[config.mk]
export PLATFORM = sky130hd
export DESIGN_NAME = mem_responder_flat
export DESIGN_NICKNAME = d
export VERILOG_FILES = /design/src/rtl/mem_responder_pkg.sv /design/src/rtl/mem_responder_if.sv /design/src/rtl/ram_sp_async.sv /design/src/rtl/mem_responder.sv /design/src/flat_wrapper.sv
export SDC_FILE = /design/constraint.sdc
export NUM_CORES = 2
export LEC_CHECK = 0
export ABC_CLOCK_PERIOD_IN_PS = 10800
export CAP_MARGIN = 10
export CORE_MARGIN = 3
export CORE_UTILIZATION = 50
export CTS_CLUSTER_SIZE = 8
export DETAILED_ROUTE_END_ITERATION = 7
export PLACE_DENSITY = 0.65
export SYNTH_ARGS = -nofsm -noshare
export SYNTH_HDL_FRONTEND = slang
export SYNTH_SLANG_ARGS = --single-unit
export TNS_END_PERCENT = 20
[constraint.sdc]
create_clock -name clk -period 10.8 [get_ports clk]
set_input_delay 2.16 -clock clk [delete_from_list [all_inputs] [get_ports clk]]
set_output_delay 2.16 -clock clk [all_outputs]
set_load 0.01 [all_outputs]
[src/rtl/mem_responder_pkg.sv]
// rtl/mem_responder_pkg.sv - shared constants and state encoding for the memory responder
// Purpose: default address/data widths and the LOAD/RUN state encoding, shared
//          with the CPU control unit so both sides agree on the responder mode.
package mem_responder_pkg;

  localparam int DEFAULT_AW = 8;
  localparam int DEFAULT_DW = 8;

  typedef enum logic {
    ST_LOAD = 1'b0,
    ST_RUN  = 1'b1
  } state_e;

endpackage : mem_responder_pkg

[src/rtl/mem_responder_if.sv]
// rtl/mem_responder_if.sv - CPU datapath and loader signal bundle for the memory responder
// Purpose: groups the shared bus, AR/write controls, loader stream and status outputs.
// Ports (signals):
//   bus_in, AR_load, memory_WE  : CPU datapath side (master drives)
//   mem_out                     : async read data at AR (slave drives)
//   ld_valid, ld_data, ld_last  : loader byte stream (master drives)
//   ld_ready                    : loader accept (slave drives)
//   ld_restart                  : re-enter load mode (master drives)
//   cpu_hold, dev_ptr           : CPU stall and load pointer (slave drives)
interface mem_responder_if
  import mem_responder_pkg::*;
#(
  parameter int AW = DEFAULT_AW,
  parameter int DW = DEFAULT_DW
);

  logic [DW-1:0] bus_in;
  logic          AR_load;
  logic          memory_WE;
  logic [DW-1:0] mem_out;
  logic          ld_valid;
  logic [DW-1:0] ld_data;
  logic          ld_last;
  logic          ld_ready;
  logic          ld_restart;
  logic          cpu_hold;
  logic [AW-1:0] dev_ptr;

  modport master (
    output bus_in, AR_load, memory_WE, ld_valid, ld_data, ld_last, ld_restart,
    input  mem_out, ld_ready, cpu_hold, dev_ptr
  );

  modport slave (
    input  bus_in, AR_load, memory_WE, ld_valid, ld_data, ld_last, ld_restart,
    output mem_out, ld_ready, cpu_hold, dev_ptr
  );

endinterface : mem_responder_if

[src/rtl/ram_sp_async.sv]
// rtl/ram_sp_async.sv - single write port, asynchronous read port RAM
// Purpose: storage array intended for distributed RAM; contents are never reset.
// Ports:
//   clk     : write clock
//   i_we    : write enable
//   i_waddr : write address
//   i_wdata : write data
//   i_raddr : read address (combinational read)
//   o_rdata : read data
module ram_sp_async #(
  parameter int AW = 8,
  parameter int DW = 8
) (
  input  logic          clk,
  input  logic          i_we,
  input  logic [AW-1:0] i_waddr,
  input  logic [DW-1:0] i_wdata,
  input  logic [AW-1:0] i_raddr,
  output logic [DW-1:0] o_rdata
);

  logic [DW-1:0] r_mem [2**AW];

  always_ff @(posedge clk) begin
    if (i_we) begin
      r_mem[i_waddr] <= i_wdata;
    end
  end

  assign o_rdata = r_mem[i_raddr];

endmodule : ram_sp_async

[src/rtl/mem_responder.sv]
// rtl/mem_responder.sv - boot loader / CPU memory responder with LOAD and RUN modes
// Purpose: in LOAD the loader stream fills memory sequentially while the CPU is held;
//          in RUN the CPU datapath owns the address register and write port.
// Ports:
//   clk : clock, all state on rising edge
//   rst : synchronous active-low reset (memory contents retained)
//   bus : mem_responder_if.slave (datapath, loader stream, status)
module mem_responder
  import mem_responder_pkg::*;
#(
  parameter int AW = DEFAULT_AW,
  parameter int DW = DEFAULT_DW
) (
  input  logic            clk,
  input  logic            rst,
  mem_responder_if.slave  bus
);

  state_e        r_state;
  state_e        w_state_next;
  logic [AW-1:0] r_ptr;
  logic [AW-1:0] w_ptr_next;
  logic [AW-1:0] r_ar;
  logic [AW-1:0] w_ar_next;
  logic          w_we;
  logic [AW-1:0] w_waddr;
  logic [DW-1:0] w_wdata;
  logic [AW-1:0] w_bus_addr;

  assign w_bus_addr = AW'(bus.bus_in);

  always_ff @(posedge clk) begin
    if (!rst) begin
      r_state <= ST_LOAD;
      r_ptr   <= '0;
      r_ar    <= '0;
    end else begin
      r_state <= w_state_next;
      r_ptr   <= w_ptr_next;
      r_ar    <= w_ar_next;
    end
  end

  // Next state and write-port mux. ld_restart wins over any write in either mode.
  always_comb begin
    w_state_next = r_state;
    w_ptr_next   = r_ptr;
    w_ar_next    = r_ar;
    w_we         = 1'b0;
    w_waddr      = r_ar;
    w_wdata      = bus.bus_in;
    unique case (r_state)
      ST_LOAD: begin
        if (bus.ld_restart) begin
          w_ptr_next = '0;
        end else if (bus.ld_valid) begin
          w_we       = 1'b1;
          w_waddr    = r_ptr;
          w_wdata    = bus.ld_data;
          w_ptr_next = r_ptr + 1'b1;
          // Leaving on the top byte makes the pointer wrap to 0 on entry to RUN.
          if (bus.ld_last || (r_ptr == '1)) begin
            w_state_next = ST_RUN;
          end
        end
      end
      ST_RUN: begin
        if (bus.ld_restart) begin
          w_state_next = ST_LOAD;
          w_ptr_next   = '0;
        end else begin
          // The write uses the pre-edge AR even when AR_load is also asserted.
          w_we = bus.memory_WE;
          if (bus.AR_load) begin
            w_ar_next = w_bus_addr;
          end
        end
      end
      default: begin
        w_state_next = ST_LOAD;
      end
    endcase
    // Reset must also block the write that would otherwise land on the same edge.
    if (!rst) begin
      w_we = 1'b0;
    end
  end

  ram_sp_async #(
    .AW(AW),
    .DW(DW)
  ) u_ram (
    .clk     (clk),
    .i_we    (w_we),
    .i_waddr (w_waddr),
    .i_wdata (w_wdata),
    .i_raddr (r_ar),
    .o_rdata (bus.mem_out)
  );

  assign bus.ld_ready = (r_state == ST_LOAD);
  assign bus.cpu_hold = (r_state == ST_LOAD);
  assign bus.dev_ptr  = r_ptr;

endmodule : mem_responder

[src/flat_wrapper.sv]
// flat-port wrapper written by rule: the top's interface ports become plain ports
module mem_responder_flat import mem_responder_pkg::*;
#(
  parameter int AW = DEFAULT_AW,
  parameter int DW = DEFAULT_DW
)
  (clk, rst, bus_bus_in, bus_AR_load, bus_memory_WE, bus_ld_valid, bus_ld_data, bus_ld_last, bus_ld_restart, bus_mem_out, bus_ld_ready, bus_cpu_hold, bus_dev_ptr);
  mem_responder_if #(.AW(AW), .DW(DW)) bus_i ();
  input  logic clk;
  input  logic rst;
  input wire logic [$bits(bus_i.bus_in)-1:0] bus_bus_in;
  input wire logic [$bits(bus_i.AR_load)-1:0] bus_AR_load;
  input wire logic [$bits(bus_i.memory_WE)-1:0] bus_memory_WE;
  input wire logic [$bits(bus_i.ld_valid)-1:0] bus_ld_valid;
  input wire logic [$bits(bus_i.ld_data)-1:0] bus_ld_data;
  input wire logic [$bits(bus_i.ld_last)-1:0] bus_ld_last;
  input wire logic [$bits(bus_i.ld_restart)-1:0] bus_ld_restart;
  output wire logic [$bits(bus_i.mem_out)-1:0] bus_mem_out;
  output wire logic [$bits(bus_i.ld_ready)-1:0] bus_ld_ready;
  output wire logic [$bits(bus_i.cpu_hold)-1:0] bus_cpu_hold;
  output wire logic [$bits(bus_i.dev_ptr)-1:0] bus_dev_ptr;
  assign bus_i.bus_in = bus_bus_in;
  assign bus_i.AR_load = bus_AR_load;
  assign bus_i.memory_WE = bus_memory_WE;
  assign bus_i.ld_valid = bus_ld_valid;
  assign bus_i.ld_data = bus_ld_data;
  assign bus_i.ld_last = bus_ld_last;
  assign bus_i.ld_restart = bus_ld_restart;
  assign bus_mem_out = bus_i.mem_out;
  assign bus_ld_ready = bus_i.ld_ready;
  assign bus_cpu_hold = bus_i.cpu_hold;
  assign bus_dev_ptr = bus_i.dev_ptr;
  mem_responder #(.AW(AW), .DW(DW)) u_core (.clk(clk), .rst(rst), .bus(bus_i));
endmodule
==> results_dict.tcl <==
set metrics [dict create \
    status "complete, but fails checks" \
    failed_checks "capacitance limit, slew limit" \
    synth_ff_type "edfxtp_1" \
    clkTransAtPathRegs_ps 50 \
    grt.total_usage 0.238 \
    postRouteAntennaNets 0 \
    hp-start "u_core.bus.dev_ptr[1]$_SDFFE_PN0P_" \
    io_pins 41 \
    setup_viol_count_final 0 \
    cpLargestDelayFamily "simple AND/OR/NAND/NOR gates" \
    synth-edff-count 2048 \
    nNetsFinal 4098 \
    synthCells 3883 \
    internal-power_uw 14100 \
    htree_levels 5 \
    placedCellCount 5905 \
    drt_first_pass_iters 5 \
    startpoint_type "flip-flop" \
    yosys-top-cells-area "edfxtp_1 77%, mux4_2 12%, a22oi_1 1.8%, mux2i_1 1.6%, nor2_1 1.4%" \
    root_buffer "clkbuf_16" \
    synth_top_area_share 0.765 \
    arrival_ps 6280 \
    cp_common_cell "nor4_1" \
    seqCellArea_um2 62000 \
    postCtsSetupRepairBufs 0 \
    layoutNonFillerInstCount 6259 \
    max_freq_mhz 118 \
    gr-total-overflow 0 \
    hold_depth 2 \
    r2r-start "u_core.r_state$_SDFF_PN0_" \
    cts_buffer_depth 4 \
    power_frac_seq 0.511 \
    synth_nets 3907 \
    leakage_uw 0.0273 \
    tns_ps 0 \
    critical_path.max_stage_delay_ps 1370 \
    vias 39900 \
    maxCapViolations 1 \
    die_y_um 407 \
    r2r_slack_ps 6470 \
    grt_pass1_wl_um 285000 \
    period_share 0.782 \
    power_density_nw_per_um2 193 \
    yosysWarnings 0 \
    combinationalPowerShare 0.021 \
    min_period_ps 8440 \
    yosysTopAreaCell "edfxtp_1" \
    worst-path-stages 9 \
    area_growth_pct 13.0 \
    required_ps 8640 \
    grt_antenna_before_repair 7 \
    ys_ff_latch 2073 \
    hp-class "flip-flop to flip-flop" \
    p_switching_uw 3400 \
    grt_pass1_vias 40500 \
    core_um2 159000 \
    drc 0 \
    rows 146 \
    worstSetupEndpointType "primary output" \
    place_congestion 0.835 \
    multi_input_area_um2 17000 \
    syn_area_per_cell_um2 20.7 \
    ys_types 60 \
    p_sw_frac 0.194 \
    cts_tree "yes" \
    hold_viol 0 \
    die_w_um 407 \
    cp_num_buf_inv 3 \
    dieArea_um2 166000 \
    rsz0062_at_grt "false" \
    grt_max_degree 223 \
    clk_latency_ps 890 \
    synthArstFlopShare 0 \
    dp_hpwl_um 113000 \
    port_buffers 40 \
    clock-sinks 2073 \
    worst_pin_slew_ps 1630 \
    crit_slowest_cell "nor4_1" \
    drv_slew 2 \
    path_max_fanout 83 \
    cts_resized 0 \
    path_cells "buf_12 -> nand2_4 -> o221ai_1 -> a21oi_1 -> nor3_1 -> nor4_1 -> nor4_1 -> buf_4 -> clkdlybuf4s50_1" \
    hold_end "u_core.bus.dev_ptr[1]$_SDFFE_PN0P_" \
    timing.slew.headroom -0.0979 \
    worstRegToRegCells 7 \
    drt_iter0_markers 5222 \
    drt-total-wl_um 195000 \
    drive_gt1_frac 0.215 \
    routedWlPerCell_um 31.1 \
    vdd_drop_max_mv 0.162 \
    cts_hold_buf 0 \
    path_class "flip-flop to primary output" \
    ys_seq_area_frac 0.771 \
    timing.rr.end "u_core.u_ram.r_mem[53][4]$_DFFE_PP_" \
    start_util 0.505 \
    p_clk_frac 0.468 \
    viasPerCell 6.38 \
    syn_area_um2 80400 \
    cts_made_buffers 309 \
    n_fill_cell 11500 \
    fin_worst_skew_ps 63.9 \
]
## synth_stat cells (4+ instances only)
cell type,instances
and3_1,4
xor2_1,4
buf_4,41
nand4_1,5
mux2_2,4
a21oi_1,118
buf_1,7
a22oi_1,191
a211oi_1,7
clkbuf_1,83
buf_6,20
and3b_1,4
o211a_1,5
buf_2,70
o22ai_1,15
nor4_1,34
mux2i_1,126
o21ai_0,19
nand3_1,29
buf_8,8
nand2_1,98
o221ai_1,37
a31oi_1,16
dfxtp_1,25
mux4_2,445
nor2_1,305
buf_12,9
nor3_1,5
nand3b_1,18
a221oi_1,15
nor2b_1,13
edfxtp_1,2048
inv_1,5
or3_1,6
nand2b_1,8
## how the worst max path moves through the flow
stage / startpoint / end / slack (ps)
CTS: flip-flop / bus_mem_out[6] / 2650
detailed placement: flip-flop / bus_mem_out[6] / 3590
global route: flip-flop / bus_mem_out[6] / 2510
floorplan: bus_ld_valid / u_core.u_ram.r_mem[0][0]$_DFFE_PP_ / 4030
finish: flip-flop / bus_mem_out[6] / 2360
global placement: flip-flop / bus_mem_out[5] / 3450
## per-stage QoR
step	utilization	worst slack, ps	hold slack, ps	instance area, um^2	power (uW)
4_1_cts	0.571	2650	574	90800	17600
3_3_place_gp	0.520	3450	556	82800	9450
3_5_place_dp	0.520	3590	565	82800	9460
2_1_floorplan	-	4030	547	80400	9330
5_1_grt	0.571	2510	600	90800	18000
6_report	0.571	2360	571	90800	17500
## worst reg2reg max path, cell delays in order, from the launching register on
cell	delay [ps]
dfxtp_1	410
nor2b_2	120
nand2_1	580
nand3b_1	160
nand2_1	400
nand3_1	980
buf_4	560
nor2_1	700
## area by class of cell
cell class / count / area share
clock inverter: 6 / 0.000592
multi-input combinational: 1565 / 0.187
tap: 2146 / 0.0296
timing repair buffer: 120 / 0.0124
sequential: 2073 / 0.683
clock buffer: 343 / 0.0877
antenna: 1 / 0.0000276
inverter: 5 / 0.000207
## power by group through the flow
stage | sequential [uW] | combinational, uW | clock [uW]
CTS | 8950 | 361 | 8320
global route | 8940 | 387 | 8660
detailed placement | 9100 | 361 | 0
finish | 8950 | 360 | 8210
global placement | 9100 | 349 | 0
floorplan | 9160 | 179 | 0
## state kept, by name, summed over array words and instances, names as in the netlist, named ones only
register / count
u_core.r_state: 1
u_core.u_ram.r_mem: 2048
u_core.bus.dev_ptr: 8
u_core.r_ar: 8
## layer usage
layer	vias to the layer above	GRT usage	part of all wire	routed length [um]
met5	-	0.00238	0.00017	34
met4	4	0.0868	0.035	6880
met3	421	0.0645	0.10	20400
met2	2120	0.358	0.46	90600
met1	20900	0.338	0.40	77000
li1	16400	-	-	-
## cells by family after synthesis
| group | count (synthesis) | synth area share |
|---|---|---|
| flip-flops | 2073 | 0.771 |
| multiplexers | 578 | 0.141 |
| AND/OR/NAND/NOR | 542 | 0.0298 |
| buffers and inverters | 245 | 0.0193 |
| adder cells (fa/ha/maj) | 1 | 0.000156 |
| AO/OA/AOI/OAI | 439 | 0.0376 |
| XOR/XNOR | 5 | 0.000545 |
## cells in the final DEF, fill, tap and decap left out, types with 4 or more instances in the layout
master / count
edfxtp_1: 2048
mux4_2: 445
clkbuf_16: 314
nor2_1: 303
a22oi_1: 191
mux2i_1: 126
a21oi_1: 118
nand2_1: 90
buf_4: 63
clkdlybuf4s50_1: 40
o221ai_1: 37
nor4_1: 33
nand3_1: 29
clkbuf_1: 29
dfxtp_1: 21
o21ai_0: 19
nand3b_1: 18
a31oi_1: 16
a221oi_1: 15
o22ai_1: 15
buf_12: 11
nor2b_1: 9
nand2_4: 9
nand2b_1: 7
a211oi_1: 7
or3_1: 6
inv_1: 5
nor3_1: 5
nand4_1: 5
o211a_1: 5
buf_2: 5
nor2b_4: 4
and3_1: 4
and3b_1: 4
mux2_2: 4
xor2_1: 4
Power figures use the tool's default switching activity.
